===== config.mk =====
export PLATFORM = sky130hd
export DESIGN_NAME = filter_seq
export DESIGN_NICKNAME = d
export VERILOG_FILES = /design/src/rtl/filter_seq.sv
export SDC_FILE = /design/constraint.sdc
export NUM_CORES = 1
export LEC_CHECK = 0
export ABC_CLOCK_PERIOD_IN_PS = 3900
export CAP_MARGIN = 5
export CORE_MARGIN = 5
export CORE_UTILIZATION = 55
export DETAILED_ROUTE_END_ITERATION = 12
export GPL_ROUTABILITY_DRIVEN = 1
export GPL_TIMING_DRIVEN = 0
export PLACE_DENSITY = 0.88
export SYNTH_ARGS = -nofsm -noshare
export SYNTH_HDL_FRONTEND = slang
export SYNTH_SLANG_ARGS = --single-unit

===== constraint.sdc =====
create_clock -name clk -period 3.9 [get_ports clk]
set_input_delay 1.17 -clock clk [delete_from_list [all_inputs] [get_ports clk]]
set_output_delay 1.17 -clock clk [all_outputs]
set_load 0.1 [all_outputs]

===== src/rtl/filter_seq.sv =====
// Sample sequencer: queues incoming samples in a small FIFO and feeds them one at a
// time to a filter engine, holding each result until downstream accepts it.
module filter_seq #(
   parameter int IN_B    = 16,
   parameter int OUT_B   = 32,
   parameter int DEPTH   = 4,
   parameter int TIMEOUT = 64
) (
   input  logic             clk,
   input  logic             reset_n,
   input  logic [IN_B-1:0]  s_data,
   input  logic             s_valid,
   output logic [IN_B-1:0]  eng_in_data,
   output logic             eng_in_valid,
   input  logic [OUT_B-1:0] eng_out_data,
   input  logic             eng_out_valid,
   output logic [OUT_B-1:0] m_data,
   output logic             m_valid,
   input  logic             m_ready,
   output logic [15:0]      overrun_cnt,
   output logic             timeout_err,
   input  logic             clr_err
);

   localparam int PW = $clog2(DEPTH);
   localparam int CW = $clog2(TIMEOUT + 1);
   localparam logic [PW:0]   FULL_LVL  = (PW + 1)'(DEPTH);
   localparam logic [CW-1:0] LAST_WAIT = CW'(TIMEOUT - 1);

   localparam logic [1:0] IDLE  = 2'd0;
   localparam logic [1:0] ISSUE = 2'd1;
   localparam logic [1:0] WAIT  = 2'd2;
   localparam logic [1:0] HOLD  = 2'd3;

   logic [1:0]      state;
   logic [IN_B-1:0] mem [DEPTH];
   logic [PW-1:0]   wr_ptr;
   logic [PW-1:0]   rd_ptr;
   logic [PW:0]     count;
   logic [CW-1:0]   wait_cnt;
   logic            full;
   logic            push;
   logic            drop;
   logic            pop;
   logic            expire;

   // Fullness is judged before any same-cycle pop, so a push onto a full FIFO drops.
   assign full   = (count == FULL_LVL);
   assign push   = s_valid && !full;
   assign drop   = s_valid && full;
   assign pop    = (state == IDLE) && (count != '0) && !m_valid;
   assign expire = (state == WAIT) && !eng_out_valid && (wait_cnt == LAST_WAIT);

   assign eng_in_valid = (state == ISSUE);

   always_ff @(posedge clk) begin
      if (push) begin
         mem[wr_ptr] <= s_data;
      end
   end

   always_ff @(posedge clk or negedge reset_n) begin
      if (!reset_n) begin
         wr_ptr <= '0;
         rd_ptr <= '0;
         count  <= '0;
      end else begin
         if (push) begin
            wr_ptr <= wr_ptr + PW'(1);
         end
         if (pop) begin
            rd_ptr <= rd_ptr + PW'(1);
         end
         if (push && !pop) begin
            count <= count + (PW + 1)'(1);
         end else if (pop && !push) begin
            count <= count - (PW + 1)'(1);
         end
      end
   end

   always_ff @(posedge clk or negedge reset_n) begin
      if (!reset_n) begin
         state       <= IDLE;
         eng_in_data <= '0;
         m_data      <= '0;
         m_valid     <= 1'b0;
         wait_cnt    <= '0;
      end else begin
         case (state)
            IDLE: begin
               if (pop) begin
                  eng_in_data <= mem[rd_ptr];
                  state       <= ISSUE;
               end
            end
            ISSUE: begin
               wait_cnt <= '0;
               state    <= WAIT;
            end
            WAIT: begin
               if (eng_out_valid) begin
                  m_data  <= eng_out_data;
                  m_valid <= 1'b1;
                  state   <= HOLD;
               end else if (expire) begin
                  state <= IDLE;
               end else begin
                  wait_cnt <= wait_cnt + CW'(1);
               end
            end
            HOLD: begin
               if (m_ready) begin
                  m_valid <= 1'b0;
                  state   <= IDLE;
               end
            end
            default: state <= IDLE;
         endcase
      end
   end

   // A set event in the same cycle as clr_err wins: flag stays set, counter restarts at 1.
   always_ff @(posedge clk or negedge reset_n) begin
      if (!reset_n) begin
         overrun_cnt <= '0;
         timeout_err <= 1'b0;
      end else begin
         if (drop) begin
            if (clr_err) begin
               overrun_cnt <= 16'd1;
            end else if (overrun_cnt != 16'hFFFF) begin
               overrun_cnt <= overrun_cnt + 16'd1;
            end
         end else if (clr_err) begin
            overrun_cnt <= '0;
         end

         if (expire) begin
            timeout_err <= 1'b1;
         end else if (clr_err) begin
            timeout_err <= 1'b0;
         end
      end
   end

endmodule


======== Word level (Yosys, flattened, before mapping) ========
Memories as Yosys holds them, arrays and structs flattened. A register that Yosys moved wholly into a read port is not among the register bits.
Index checks and enable logic that the tools add are counted.
operators by class
  add/sub/neg operators ................... 6
  eq/ne operators ......................... 12
  muxes and demuxes ....................... 21
  reduce and logical (&&, ||, !) cells .... 28
operator list
  cell                                                 number
  two-way mux 16 bit                                   4
  adder 16 x 1 -> 16 bit, second input constant        1
  != test 16 bit, second input constant                1
  two-way mux 7 bit                                    2
  one-hot mux 7 bit (2 select lines)                   1
  nonzero test 2 bit                                   6
  != test 2 bit, second input constant                 5
  AND reduction 3 bit                                  3
  logical AND 1 bit                                    8
  two-way mux 2 bit                                    4
  one-hot mux 2 bit (4 select lines)                   1
  adder 7 x 1 -> 7 bit, second input constant          1
  equality test 7 x 6 -> 1 bit, second input constant  1
  logical NOT 1 bit                                    6
  two-way mux 1 bit                                    6
  two-way mux 3 bit                                    2
  AND reduction 2 bit                                  3
  adder 2 x 1 -> 2 bit, second input constant          2
  equality test 2 bit, second input constant           2
  adder 3 x 1 -> 3 bit, second input constant          1
  equality test 3 bit, second input constant           1
  != test 3 bit, second input constant                 1
  nonzero test 3 bit                                   1
  subtractor 3 x 1 -> 3 bit, second input constant     1
  3 further kinds                                      3
word-level totals
  bits in registers ....................... 66
  bits in writable memories ............... 64
  input port bits ......................... 54
  output and inout port bits .............. 67
  word-level logic and storage cells ...... 77
  memories kept ........................... 1
memories
  memory  depth  bits a word  rd ports  clocked after Yosys merged registers in  wr ports  RTL line  text
  mem     4      16           1         1                                        1         36        logic [IN_B-1:0] mem [DEPTH];

======== Longest topological paths before layout ========
  depth in word-level cells ............... 7
  depth in mapped cells ................... 13
  mapped depth without buffers ............ 10

======== Worst setup path before layout ========
OpenSTA, ideal clock, no wires.
  path type ............................... flip-flop to flip-flop
  start point ............................. reg m_valid
  end point ............................... reg count[2]
  setup time .............................. 79 ps
  data arrival time ....................... 2,717 ps
  data required time ...................... 3,821 ps
  slack ................................... 1,104 ps
  stages on the path, launching flop included .. 13
  path buffers ............................ 3
  period minus slack after synthesis ...... 2,796 ps
  cells stage by stage .................... dfrtp_1 > inv_1 > o311a_1 > buf_2 > inv_2 > buf_2 > buf_2 > ha_1 > inv_1 > fa_1 > xor2_1 > nor2_1 > xor2_1
between the ends
  cells in the longest elaborated chain, start to end .. 5
  elaborated cells between the ends (all ways) .. 7
  those cells by class .................... 1 x mux; 6 x reduce/logical
RTL lines
  what                                                     RTL line  text
  start, declared                                          18        output logic m_valid,
  start signal, assigned                                   87        m_valid <= 1'b0;
  start signal, assigned                                   104       m_valid <= 1'b1;
  start signal, assigned                                   114       m_valid <= 1'b0;
  logical NOT 1 bit (*)                                    51        assign pop = (state == IDLE) && (count != '0) && !m_valid;
  logical AND 1 bit (*)                                    51
  logical NOT 1 bit                                        74        if (push && !pop) begin
  logical AND 1 bit                                        74
  two-way mux 3 bit or nonzero test 2 bit (tied branches)  n/a
  end signal, assigned                                     75        count <= count + (PW + 1)'(1);
  end signal, assigned                                     77        count <= count - (PW + 1)'(1);
  end, declared                                            39        logic [PW:0] count;
Mark *: on every way between the ends. The rest lies on a longest branch, timed or not.
A chain may end at the register's enable or synchronous reset.

======== Worst setup path after layout ========
  start point ............................. reg state[1]
  end point ............................... out eng_in_valid
between the ends
  cells in the longest elaborated chain, start to end .. 1
RTL lines
  what                          RTL line  text
  start, declared               35        logic [1:0] state;
  start signal, assigned        84        state <= IDLE;
  start signal, assigned        94        state <= ISSUE;
  start signal, assigned        99        state <= WAIT;
  equality test 2 x 1 -> 1 bit  54        assign eng_in_valid = (state == ISSUE);
  end, declared                 14        output logic eng_in_valid,
Every way passes these cells.

==> results.md <==
- Critical-path cell list: inv_1, ha_1, clkdlybuf4s50_1
- Dpl hpwl: between 9 and 10 mm
- Pre-Repair DR Iteration Count: 4
- Via-per-instance ratio: 5.68
- Delay-heaviest family, CP: buffers and inverters
- Top cell type's share of synthesized area: roughly a third
- GRT Util Overall: between 20% and 30%
- Synthesized net count: between 400 and 500
- Max IR drop VDD: 0.855 mV
- Die Span Y: between 100 and 150 um
- Ys Warns: 0
- Crit share post-route: 90.7%
- Critical Path Fanout Max: 4
- Hold Crit Class: flop to flop
- Vias: a little over 4,000
- DRC: 0
- Layout cells sized above 1: between 15 and 20%
- Syn avg cell area: approximately 14 um2
- RSZ-0062 raised after global routing: no
- Htree depth: 4
- F_max: 283 MHz
- # port buffers: 120
- FF+latch area: 3970 um2
- Status: complete, no violations
- Post-Place Setup Slack: between 0.5 and 0.6 ns
- CTS max path bufs: 2
- Setup violators final: 0
- Register area share after synthesis: roughly two thirds
- Hold buffers post-CTS: 0
- # fillers: roughly 680
- CP max stage delay: roughly 1.1 ns
- # IOs: approximately 120
- Final nets: around 630
- Antenna violations before repair: 0
- Worst r2r dst: count[2]
- Worst-path clk slew: approximately 0.060 ns
- Slew @ Worst Pin: 1.02 ns
- Cells after synthesis: 426
- Data arrival, critical path: 2.37 ns
- Initial DRC count: 252
- Met3 usage: 5.17%
- Initial core utilization: 56.4%
- Reg2reg setup slack: about 1.1 ns
- Skew final: around 0.013 ns
- Crit path max-delay cell type: clkdlybuf4s50_1
- Root buf cell: clkbuf_8
- CTS buffer count: 17
- Antenna viol nets, final: 0
- Maxcap violations: 0
- Power Dens Cells: 950 nW/um2
- Post-Route Setup TNS: 0 ns
- Final worst slack: 0.364 ns
- Hold Fails Final Rpt: 0
- Syn-to-layout area delta: 32.8%
- Synth area leader: dfrtp_1
- CTS Sinks: around 150
- First-pass GRT wire length: ~22 mm
- Met2 usage: 38.0%
- Mapped Area: between 6000 and 7000 um2
- Critical Path Source: state[1]
- Worst Setup EP: eng_in_valid
- Diodes inserted: 0
- Largest net degree at the start of global routing: 74
- Static Leakage: 0.00325 uW
- RePlAce Congestion: ~0.84
- Max-slew headroom: between 30% and 40%
- Clk_lat worst skew: ~0.52 ns
- Worst r2r src: state[0]
- Critical Path End Type: primary output
- Global-route layer with the greatest usage: met2
- Met1 usage: between 20% and 30%
- WL/cell: 19.3 um
- Buf/Inv on CP: 2
- GR Overflow Total: 0
- Chip width: between 100 and 150 um
- Final wirelength: around 14 mm
- Hold slack: approximately 0.47 ns
- Area contributors post-synth: dfrtp_1, edfxtp_1, mux2_2, mux4_2, nand2_1
- Core area: ~11,000 um2
- Startpoint class of the critical path: flop
- FP Rows: 38
- Netlist cell types: between 50 and 60
- Post-CTS Setup Inserts: 0
- R2R depth: 13
- Die Area: 13,400 um2
- CTS tree: done
- WS Path Type: flop to primary output
- # resized after CTS: 0
- Async SR Flop Fraction: roughly 56%
- Critical Path Stages: 3
- Main synth FF type: dfrtp_1
- Total power: 7760 uW
- Number of global-route vias before repair: approximately 4,500
- Yosys reg bits: roughly 150
- Multi-input logic area: between 2000 and 2500 um2
- Min cycle time layout: 3.54 ns
- Max-slew violation count: 0
- Post-synth EDFFs: 64
- Critical Path RT: roughly 2.7 ns
-- cell usage after synthesis (all sizes together), types with 2 or more instances --
cell type / number
nand2b: 3
or3: 4
nand3b: 2
nand3: 4
and3: 7
xor2: 2
buf: 13
and2: 5
xnor2: 4
nand4: 5
clkbuf: 3
a31oi: 4
edfxtp: 64
mux4: 16
a2111oi: 3
nor2b: 4
and4: 2
nor2: 9
mux2: 36
nand2: 64
a21oi: 16
ha: 11
or4: 7
a31o: 3
inv: 15
o31ai: 6
o21ai: 12
dfrtp: 82
-- cells in the final DEF, fill, tap and decap left out, types with 3 or more instances in the layout --
cell / instances
buf_1: 5
clkbuf_1: 4
nand2b_1: 3
inv_1: 14
clkbuf_16: 16
buf_2: 6
dfrtp_1: 82
o31ai_1: 6
a31o_2: 3
nand3_1: 3
a31oi_1: 4
clkdlybuf4s50_1: 119
o21ai_1: 3
xnor2_1: 4
and2_1: 5
or3_1: 4
mux4_2: 16
or4_1: 7
nor2_1: 9
mux2_2: 35
nand2_1: 64
and3_1: 7
nor2b_1: 4
clkinvlp_4: 3
edfxtp_1: 64
a21oi_1: 16
bufinv_16: 4
inv_6: 6
ha_1: 11
o21ai_0: 9
-- report_power, final --
group | switching [uW] | internal (uW)
logic | 2730 | 1030
clock network | 642 | 1050
registers | 230 | 2080
total | 3600 | 4160
-- metrics by stage --
step | area [um2] | utilization (%) | std cells
2_1_floorplan | 6140 | - | 426
3_5_place_dp | 7550 | 69.3 | 687
4_1_cts | 8160 | 75.0 | 719
5_1_grt | 8160 | 75.0 | 719
6_report | 8160 | 75.0 | 719
3_3_place_gp | 7520 | 69.1 | 686
-- layer usage --
metal / part of all wire (%) / up-vias
li1: - / 1869
met4: 1.6 / 0
met2: 53 / 142
met1: 39 / 2050
met3: 6.0 / 24
met5: 0 / -
-- flip-flops by register name, indices dropped and copies added, names as in the netlist, 2 cells and up --
signal / count
count: 3
overrun_cnt: 16
state: 2
rd_ptr: 2
wait_cnt: 7
mem: 64
m_data: 32
eng_in_data: 16
wr_ptr: 2
-- final cells by class --
| cell class | instances | share of cell area (%) |
|---|---|---|
| sequential | 146 | 48.7 |
| multi-input combinational | 249 | 24.9 |
| timing repair buffer | 121 | 15.0 |
| clock buffer | 18 | 5.12 |
| clock inverter | 14 | 2.44 |
| tap | 140 | 2.15 |
| buffer | 16 | 1.01 |
| inverter | 15 | 0.690 |
-- worst min-delay path by stage --
| stage | from | to | slack [ns] | cells after the start |
|---|---|---|---|---|
| finish | wait_cnt[6] | timeout_err | 0.47 | 1 |
| global route | reset_n | eng_in_data[12] | 0.47 | 1 |
| CTS | reset_n | eng_in_data[2] | 0.47 | 1 |
| detailed placement | wait_cnt[6] | timeout_err | 0.46 | 1 |
| global placement | wait_cnt[6] | timeout_err | 0.46 | 1 |
| floorplan | wait_cnt[6] | timeout_err | 0.45 | 1 |
-- logic make-up (layout without fill, tap and decap cells) --
kind of cell	after synthesis	after routing	synth area share, %
AO/OA/AOI/OAI	56	56	6.11
buffers and inverters	31	184	2.26
AND/OR/NAND/NOR	122	122	10.9
adder cells (fa/ha/maj)	12	12	2.57
XOR/XNOR	6	6	0.855
multiplexers	53	53	12.6
flip-flops	146	146	64.7
No activity file was read; power rests on OpenSTA's default activity.
